`config.mk`:
```
export PLATFORM = sky130hd
export DESIGN_NAME = sdram_port_arbiter
export DESIGN_NICKNAME = d
export VERILOG_FILES = /design/src/rtl/sdram_arb_pkg.sv /design/src/rtl/sdram_arb_tag_fifo.sv /design/src/rtl/sdram_port_arbiter.sv
export SDC_FILE = /design/constraint.sdc
export NUM_CORES = 1
export LEC_CHECK = 0
export ABC_AREA = 1
export BUFFER_PORTS_ARGS = -buffer_cell sky130_fd_sc_hd__buf_2
export CAP_MARGIN = 20
export CORE_ASPECT_RATIO = 0.5
export CORE_MARGIN = 1.5
export CORE_UTILIZATION = 35
export DETAILED_ROUTE_END_ITERATION = 10
export PLACE_DENSITY = 0.75
export SLEW_MARGIN = 20
export SYNTH_ARGS = -nofsm -noshare
export SYNTH_HDL_FRONTEND = slang
export SYNTH_SLANG_ARGS = --single-unit
```
`constraint.sdc`:
```
create_clock -name clk -period 2.7 [get_ports clk]
set_clock_uncertainty 0.15 [all_clocks]
set_input_delay 0.135 -clock clk [delete_from_list [all_inputs] [get_ports clk]]
set_output_delay 0.135 -clock clk [all_outputs]
set_load 0.03 [all_outputs]
```
`src/rtl/sdram_arb_pkg.sv`:
```
// Shared types and helpers for the SDRAM port arbiter.
package sdram_arb_pkg;

   localparam int unsigned DATA_W = 16;
   localparam int unsigned BE_W   = 2;

   // Master identifiers, also the payload stored in the read tag FIFO
   localparam logic M0_ID = 1'b0;
   localparam logic M1_ID = 1'b1;

   typedef enum logic [1:0] {
      IDLE = 2'd0,
      OWN0 = 2'd1,
      OWN1 = 2'd2
   } arb_state_e;

   // Command qualifiers and write payload of one master
   typedef struct packed {
      logic              write;
      logic              read;
      logic [DATA_W-1:0] wdata;
      logic [BE_W-1:0]   be;
   } cmd_ctl_t;

   // Ceiling log2, minimum result 0
   function automatic int unsigned clog2(input int unsigned v);
      int unsigned r;
      r = 0;
      for (int i = 0; i < 32; i++) begin
         if ((64'(1) << i) < 64'(v)) r = 32'(i + 1);
      end
      return r;
   endfunction

endpackage

```
`src/rtl/sdram_arb_tag_fifo.sv`:
```
// Ordered record of which master owns each outstanding read.
module sdram_arb_tag_fifo
   import sdram_arb_pkg::*;
#(
   parameter int unsigned DEPTH = 4
) (
   input  logic clk,
   input  logic reset_n,
   input  logic push_i,
   input  logic push_id_i,
   input  logic pop_i,
   output logic full_o,
   output logic empty_o,
   output logic head_o
);

   localparam int unsigned PTR_W = (DEPTH > 1) ? clog2(DEPTH) : 1;
   localparam int unsigned CNT_W = clog2(DEPTH + 1);

   logic [DEPTH-1:0] mem_q;
   logic [PTR_W-1:0] wr_ptr_q, wr_ptr_d;
   logic [PTR_W-1:0] rd_ptr_q, rd_ptr_d;
   logic [CNT_W-1:0] count_q, count_d;
   logic             do_push, do_pop;

   assign full_o  = (count_q == CNT_W'(DEPTH));
   assign empty_o = (count_q == '0);
   assign head_o  = mem_q[rd_ptr_q];
   assign do_push = push_i & ~full_o;
   assign do_pop  = pop_i & ~empty_o;

   // Pointer wrap and occupancy update; simultaneous push/pop keeps the count
   always_comb begin
      wr_ptr_d = wr_ptr_q;
      rd_ptr_d = rd_ptr_q;
      count_d  = count_q;
      if (do_push) begin
         wr_ptr_d = (wr_ptr_q == PTR_W'(DEPTH - 1)) ? '0 : wr_ptr_q + PTR_W'(1);
      end
      if (do_pop) begin
         rd_ptr_d = (rd_ptr_q == PTR_W'(DEPTH - 1)) ? '0 : rd_ptr_q + PTR_W'(1);
      end
      if (do_push && !do_pop) begin
         count_d = count_q + CNT_W'(1);
      end else if (!do_push && do_pop) begin
         count_d = count_q - CNT_W'(1);
      end
   end

   // Storage and pointer registers
   always_ff @(posedge clk) begin
      if (!reset_n) begin
         mem_q    <= '0;
         wr_ptr_q <= '0;
         rd_ptr_q <= '0;
         count_q  <= '0;
      end else begin
         if (do_push) mem_q[wr_ptr_q] <= push_id_i;
         wr_ptr_q <= wr_ptr_d;
         rd_ptr_q <= rd_ptr_d;
         count_q  <= count_d;
      end
   end

endmodule

```
`src/rtl/sdram_port_arbiter.sv`:
```
// Burst-locked two-master arbiter in front of one SDRAM controller port.
module sdram_port_arbiter
   import sdram_arb_pkg::*;
#(
   parameter int unsigned ADDR_W      = 32,
   parameter int unsigned MAX_BURST   = 128,
   parameter int unsigned MAX_PENDING = 4,
   parameter int unsigned M0_PRIORITY = 1
) (
   input  logic              clk,
   input  logic              reset_n,
   input  logic              m0_req,
   input  logic              m1_req,
   input  logic              m0_write,
   input  logic              m1_write,
   input  logic              m0_read,
   input  logic              m1_read,
   input  logic [ADDR_W-1:0] m0_address,
   input  logic [ADDR_W-1:0] m1_address,
   input  logic [15:0]       m0_writedata,
   input  logic [15:0]       m1_writedata,
   input  logic [1:0]        m0_byteenable,
   input  logic [1:0]        m1_byteenable,
   output logic              m0_waitrequest,
   output logic              m1_waitrequest,
   output logic              m0_readdatavalid,
   output logic              m1_readdatavalid,
   output logic [15:0]       m_readdata,
   output logic [ADDR_W-1:0] sd_address,
   output logic              sd_write,
   output logic              sd_read,
   output logic [15:0]       sd_writedata,
   output logic [1:0]        sd_byteenable,
   input  logic              sd_waitrequest,
   input  logic [15:0]       sd_readdata,
   input  logic              sd_readdatavalid,
   output logic [1:0]        grant,
   output logic              orphan_rsp
);

   localparam int unsigned CNT_W = clog2(MAX_BURST + 1);

   arb_state_e       state_q, state_d;
   logic [CNT_W-1:0] burst_cnt_q, burst_cnt_d;
   logic             rr_q, rr_d;
   logic             orphan_q, orphan_d;

   logic             own0, own1, own_any;
   cmd_ctl_t         m0_cmd, m1_cmd, own_cmd;
   logic             own_req, other_req;
   logic             own_wait, accept;
   logic             tag_full, tag_empty, tag_head;
   logic             rsp_ok;

   // Ownership decode, forced idle while reset is held
   assign own0    = reset_n & (state_q == OWN0);
   assign own1    = reset_n & (state_q == OWN1);
   assign own_any = own0 | own1;
   assign grant   = {own1, own0};

   // Command mux towards the controller
   assign m0_cmd     = '{write: m0_write, read: m0_read, wdata: m0_writedata, be: m0_byteenable};
   assign m1_cmd     = '{write: m1_write, read: m1_read, wdata: m1_writedata, be: m1_byteenable};
   assign own_cmd    = own1 ? m1_cmd : m0_cmd;
   assign own_req    = own1 ? m1_req : m0_req;
   assign other_req  = own1 ? m0_req : m1_req;

   assign sd_address    = own1 ? m1_address : m0_address;
   assign sd_writedata  = own_cmd.wdata;
   assign sd_byteenable = own_cmd.be;
   assign sd_write      = own_any & own_cmd.write;
   assign sd_read       = own_any & own_cmd.read & ~tag_full;

   // Reads stall while every tag slot is occupied
   assign own_wait       = sd_waitrequest | (own_cmd.read & tag_full);
   assign m0_waitrequest = ~own0 | own_wait;
   assign m1_waitrequest = ~own1 | own_wait;
   assign accept         = own_any & (own_cmd.read | own_cmd.write) & ~own_wait;

   // Response steering by the oldest outstanding tag
   assign rsp_ok           = reset_n & sd_readdatavalid & ~tag_empty;
   assign m0_readdatavalid = rsp_ok & (tag_head == M0_ID);
   assign m1_readdatavalid = rsp_ok & (tag_head == M1_ID);
   assign m_readdata       = sd_readdata;
   assign orphan_rsp       = orphan_q;

   sdram_arb_tag_fifo #(
      .DEPTH (MAX_PENDING)
   ) u_tag_fifo (
      .clk       (clk),
      .reset_n   (reset_n),
      .push_i    (accept & own_cmd.read),
      .push_id_i (own1 ? M1_ID : M0_ID),
      .pop_i     (sd_readdatavalid),
      .full_o    (tag_full),
      .empty_o   (tag_empty),
      .head_o    (tag_head)
   );

   // Grant decision, burst accounting and release handover
   always_comb begin
      state_d     = state_q;
      burst_cnt_d = burst_cnt_q;
      rr_d        = rr_q;
      orphan_d    = orphan_q | (sd_readdatavalid & tag_empty);
      unique case (state_q)
         IDLE: begin
            if (m0_req && m1_req) begin
               state_d = ((M0_PRIORITY != 0) || (rr_q == M0_ID)) ? OWN0 : OWN1;
            end else if (m0_req) begin
               state_d = OWN0;
            end else if (m1_req) begin
               state_d = OWN1;
            end
         end
         OWN0, OWN1: begin
            if (accept) burst_cnt_d = burst_cnt_q + CNT_W'(1);
            if ((accept && (burst_cnt_q == CNT_W'(MAX_BURST - 1))) || (!accept && !own_req)) begin
               burst_cnt_d = '0;
               rr_d        = (state_q == OWN0) ? M1_ID : M0_ID;
               if (other_req) state_d = (state_q == OWN0) ? OWN1 : OWN0;
               else           state_d = IDLE;
            end
         end
         default: begin
            state_d     = IDLE;
            burst_cnt_d = '0;
         end
      endcase
   end

   // Arbiter state registers
   always_ff @(posedge clk) begin
      if (!reset_n) begin
         state_q     <= IDLE;
         burst_cnt_q <= '0;
         rr_q        <= M0_ID;
         orphan_q    <= 1'b0;
      end else begin
         state_q     <= state_d;
         burst_cnt_q <= burst_cnt_d;
         rr_q        <= rr_d;
         orphan_q    <= orphan_d;
      end
   end

endmodule

```
* After elaboration in Yosys (flattened, before gate mapping) *
Index checks and enable logic that the tools add are counted.

storage, ports and cells
  register bits after elaboration = 22
  output and inout bits = 75
  logic and storage cells = 94

operators by class
  add/sub/neg operators = 5
  magnitude comparators = 3
  eq/ne operators = 9
  mux-type cells = 24
  bitwise logic cells = 29
  reduce and logical (&&, ||, !) cells = 17

operator list
  operator               count
  $mux W32               1
  $mux W20               1
  $and A1 B1 Y1          16
  $mux W2                8
  $mux W8                2
  $pmux W8 S2            1
  $add A8 B1 Y8 const B  1
  $eq A8 B7 Y1 const B   1
  $not A1 Y1             7
  $eq A2 B2 Y1 const B   3
  $logic_and A1 B1 Y1    6
  $lt A2 B3 Y1 const B   2
  $mux W3                2
  $or A1 B1 Y1           6
  $mux W1                5
  $add A2 B1 Y2 const B  2
  $bwmux W4              1
  $logic_not A1 Y1       4
  $ne A4 B4 Y1 const B   1
  $pmux W2 S2            1
  $reduce_and A2 Y1      2
  $add A3 B1 Y3 const B  1
  $eq A3 B3 Y1 const B   1
  $logic_not A3 Y1       1
  11 further kinds       11

* Logic depth before layout (Yosys ltp) *
  word-level depth = 13
  gate-level depth with buffers = 15
  gate-level depth less buffers = 15

* Modules after synthesis *
From an unflattened synthesis, not the netlist that was laid out.

second synthesis, totals
  cells, all modules = 425
  area total of the unflattened synthesis = 2383.5 µm²

modules (own cells, without submodules)
  module              instances  cells an instance  area an instance (µm²)  seq. area each (µm²)
  sdram_port_arbiter  1          329                1710.4                  220.2
  sdram_arb_tag_fifo  1          96                 673.1                   220.2

* Worst setup path after synthesis *
OpenSTA, ideal clock, no wires.

  kind = register to register
  from = register state_q[0]
  to = register u_tag_fifo.count_q[2]
  library setup time = 70 ps
  data arrival time = 2148 ps
  data required time = 2480 ps
  slack = 333 ps
  cell stages (with the launch flop) = 16
  buffers on the path = 0
  period minus slack after synthesis = 2367 ps
  cell sequence = dfxtp_1 -> inv_1 -> ha_1 -> nand2_4 -> nand2_2 -> nand2_2 -> nand2_4 -> nor3_4 -> ha_1 -> inv_1 -> fa_1 -> nor2_1 -> nor2_1 -> nand2_1 -> o21ai_0 -> a21oi_1

between the ends
  longest elaborated chain between the ends = 12

RTL lines
  element                       line                       RTL
  start: declaration            sdram_port_arbiter.sv:43   arb_state_e state_q, state_d;
  start signal: assignment      sdram_port_arbiter.sv:140  state_q <= state_d;
  $eq A2 B2 Y1                  sdram_port_arbiter.sv:57   assign own1 = reset_n & (state_q == OWN1);
  $and A1 B1 Y1                 sdram_port_arbiter.sv:57
  $mux W20                      sdram_port_arbiter.sv:64   assign own_cmd = own1 ? m1_cmd : m0_cmd;
  $and A1 B1 Y1                 sdram_port_arbiter.sv:75   assign own_wait = sd_waitrequest | (own_cmd.read & tag_full);
  $or A1 B1 Y1                  sdram_port_arbiter.sv:75
  $not A1 Y1                    sdram_port_arbiter.sv:78   assign accept = own_any & (own_cmd.read | own_cmd.write) & ~own_wait;
  $and A1 B1 Y1                 sdram_port_arbiter.sv:78
  $and A1 B1 Y1 *               sdram_port_arbiter.sv:92   .push_i (accept & own_cmd.read),
  $and A1 B1 Y1 *               sdram_arb_tag_fifo.sv:29   assign do_push = push_i & ~full_o;
  via u_tag_fifo.do_push        sdram_arb_tag_fifo.sv:24   logic do_push, do_pop;
  $logic_not A1 Y1              sdram_arb_tag_fifo.sv:45   end else if (!do_push && do_pop) begin
  $logic_and A1 B1 Y1           sdram_arb_tag_fifo.sv:45
  $reduce_bool A2 Y1 (no line)  n/a
  end signal: assignment        sdram_arb_tag_fifo.sv:61   count_q <= count_d;
  end: declaration              sdram_arb_tag_fifo.sv:23   logic [CNT_W-1:0] count_q, count_d;

Mark *: on every way through the listed nets, which the timed path passes. The rest lies on a longest branch.
A chain may end at the register's enable or synchronous reset.

* Final worst setup path *
Same ends and word-level chain as after synthesis.

==> metrics.md <==
| Metric | Value |
|---|---|
| Run status | `finished, final reports clean` |
| Critical path data required time | `2740 ps` |
| Vert. Die Dim | `59.96 um` |
| Hold Path Origin | `sd_readdatavalid` |
| Hold WS | `53.60 ps` |
| Grt ovf | `0` |
| Detailed Place HPWL | `5518 um` |
| Setup tns final | `0 ps` |
| Met2 routed wirelength | `3266 um` |
| Share of layout cells above drive strength 1 | `36.56%` |
| Final min period | `2556 ps` |
| Crit-path max FO | `8` |
| Syn Std Cell Area | `2271 um^2` |
| Die ar. | `7010 um^2` |
| Reg clk slew, reported paths | `60 ps` |
| CP Class | `reg -> reg` |
| Via/cell ratio | `4.471` |
| Syn. warnings | `0` |
| Vias | `2839` |
| Pre-antenna DRT Iters | `5` |
| Max Used Layer | `met4` |
| Io pins | `201` |
| Syn avg cell area | `5.677 um^2` |
| Count of pins over their slew limit | `0` |
| Worst flop-to-flop path startpoint | `state_q[0]` |
| Core ar. | `6156 um^2` |
| Area grow syn2layout | `40.22%` |
| Worst Tran Pin Value | `509.3 ps` |
| Max-cap viol count | `0` |
| Post-DP Area | `3059 um^2` |
| PortBufs | `168` |
| CTS Sinks | `22` |
| Post-route ant nets | `0` |
| Worst Hold Class | `in -> reg` |
| Post-Route WL | `7133 um` |
| CTS tree | `done` |
| PD cells | `862.0 nW/um^2` |
| Met1 wire length | `3414 um` |
| Post-synth top area cell | `nand2_1` |
| Yosys cell types | `31` |
| Initial Utilization | `36.89%` |
| CTS Root Cell | `clkbuf_16` |
| Die extent in x | `116.9 um` |
| Post-synthesis sequential area ratio | `19.39%` |
| Final nets | `686` |
| Multi-input gate area | `1496 um^2` |
| Worst Path Arrival | `2590 ps` |
| WL/cell | `11.23 um` |
| Synth area leaders | `nand2_1 32%, dfxtp_1 19%, ha_1 6.1%` |
| Synthesized instance count | `400` |
| # fillers | `612` |
| Design Area, Final | `3184 um^2` |
| Fmax | `391.3 MHz` |
| DRC viols | `0` |
| Crit. Startpoint | `state_q[0]` |
| Switching part of the total | `52.84%` |
| GRT Overall Usage | `18.10%` |
| Final setup fails | `0` |
| Inserted Diodes | `0` |
| Net Switching | `0.001450 W` |
| Relative slew margins | `66.05%` |
| Crit path capture type | `flip-flop` |
| CTS HTree Levels | `1` |
| CTS Buf Count | `3` |
| Hold buffer count at CTS | `0` |
| Routability cong. | `0.8024` |
| Comb pwr share | `65.7%` |
| Routed wl met3 | `405 um` |
| Antenna violations before repair | `0` |
| Leakage power figure | `1.900 nW` |
| First-pass GRT wire length | `10200 um` |
| Internal power | `0.001294 W` |
| Final hold viol count | `0` |
| Register share of total power | `19.2%` |
| Maximum buffer depth of the clock tree | `2` |
| Num rows | `20` |
| Syn Nets | `538` |
| 1st-iter DRT viols | `188` |
| Clk pwr share | `15.2%` |
| Tcrit/Tclk final | `94.66%` |
| Vias in the first global route | `2274` |
| Synthesis-stage register bit count | `22` |
| Top cell type's share of synthesized area | `32.40%` |
| Register area | `441.7 um^2` |
| Skew-Pair Late Insertion Delay | `250 ps` |
| Largest net degree at the start of global routing | `53` |
| CP Launch Type | `flip-flop` |
| Max VDD drop | `653.4 uV` |
==> synth_stat cells, drive strengths merged <==
library cell,number
nand2,206
inv,34
nor2,28
buf,26
dfxtp,22
a21oi,19
nand3,13
o21ai,13
ha,11
nand4,10
clkbuf,6
nor3,3
o22ai,3
a211oi,1
clkinv,1
fa,1
nand3b,1
nor3b,1
xor2,1
==> repair_timing <==
item / CTS / global route
gates resized for setup: 0 / 2
setup endpoints to repair: 0 / 52
setup buffers: 0 / 2
==> cells in the final DEF (no fill, tap or decap), types with 2 or more instances in the layout <==
| master | count |
|---|---|
| nand2_1 | 196 |
| buf_2 | 168 |
| inv_1 | 31 |
| nor2_1 | 26 |
| dfxtp_1 | 21 |
| a21oi_1 | 18 |
| o21ai_0 | 11 |
| ha_1 | 11 |
| nand3_1 | 10 |
| nand4_1 | 10 |
| nand2_4 | 8 |
| buf_4 | 6 |
| o22ai_1 | 3 |
| nand3_2 | 3 |
| clkbuf_16 | 3 |
| inv_2 | 2 |
| nor2_2 | 2 |
| nand2_2 | 2 |
| o21ai_1 | 2 |
| nor3_1 | 2 |
==> critical path, stage by stage, from the launching register on <==
cell	delay [ps]
dfxtp_2	350
inv_1	60
ha_1	260
nand2_4	150
nand2_2	60
nand2_2	110
nand2_4	90
nor3_4	220
ha_1	180
inv_1	70
fa_1	380
nor2_1	110
nor2_1	50
nand2_1	70
o21ai_0	70
a21oi_1	110
==> through the flow <==
step                      total power [W]  instances  utilization (%)  setup WS, ps
after CTS                        0.002742        633            51.40         111.3
after floorplan                  0.001894        400                -         332.5
after global routing             0.002975        635            51.73        -18.44
final                            0.002745        635            51.73         144.2
after detailed placement         0.002312        629            49.70         146.0
after global placement           0.002287        629            49.70         240.2
==> cell families after synthesis <==
family / synth area share, %
buffers and inverters: 14.71
AOI/OAI and AO/OA: 8.706
and+or+nand+nor: 49.86
DFF: 19.39
adders and majority gates: 6.942
xor gates and xnor gates: 0.3857
==> power by group through the flow <==
| stage | clock (W) | combinational, W | sequential, W |
|---|---|---|---|
| 3_5_place_dp | 0 | 0.00178 | 0.000528 |
| 4_1_cts | 0.000424 | 0.00180 | 0.000522 |
| 6_report | 0.000416 | 0.00180 | 0.000526 |
| 5_1_grt | 0.000440 | 0.00199 | 0.000545 |
| 3_3_place_gp | 0 | 0.00176 | 0.000527 |
| 2_1_floorplan | 0 | 0.00138 | 0.000514 |
==> state kept, by name (all words and copies together), names as in the netlist <==
name,count
burst_cnt_q,8
u_tag_fifo.mem_q,4
u_tag_fifo.count_q,3
state_q,2
u_tag_fifo.rd_ptr_q,2
u_tag_fifo.wr_ptr_q,2
orphan_rsp,1
==> final cells by class <==
cell class / instances / share of cell area, %
Clock inverter: 1 / 0.9430
Inverter: 35 / 4.204
Tap cell: 88 / 3.458
Timing Repair Buffer: 175 / 28.17
Sequential cell: 22 / 13.87
Multi-Input combinational cell: 311 / 46.99
Clock buffer: 3 / 2.358
==> worst paths after layout <==
path,to,slack [ps],cells past startpoint
worst max register to register,u_tag_fifo.count_q[2],140,15
worst min register to register,orphan_rsp,310,2
worst min-delay path,orphan_rsp,50,3
worst max-delay path,u_tag_fifo.count_q[2],140,15
==> routing by layer <==
layer | vias up | track usage, %
li1 | 1521 | -
met1 | 1236 | 24.18
met2 | 78 | 31.91
met3 | 4 | 2.333
met4 | 0 | 3.442
met5 | - | 0
Power figures use the tool's default switching activity.
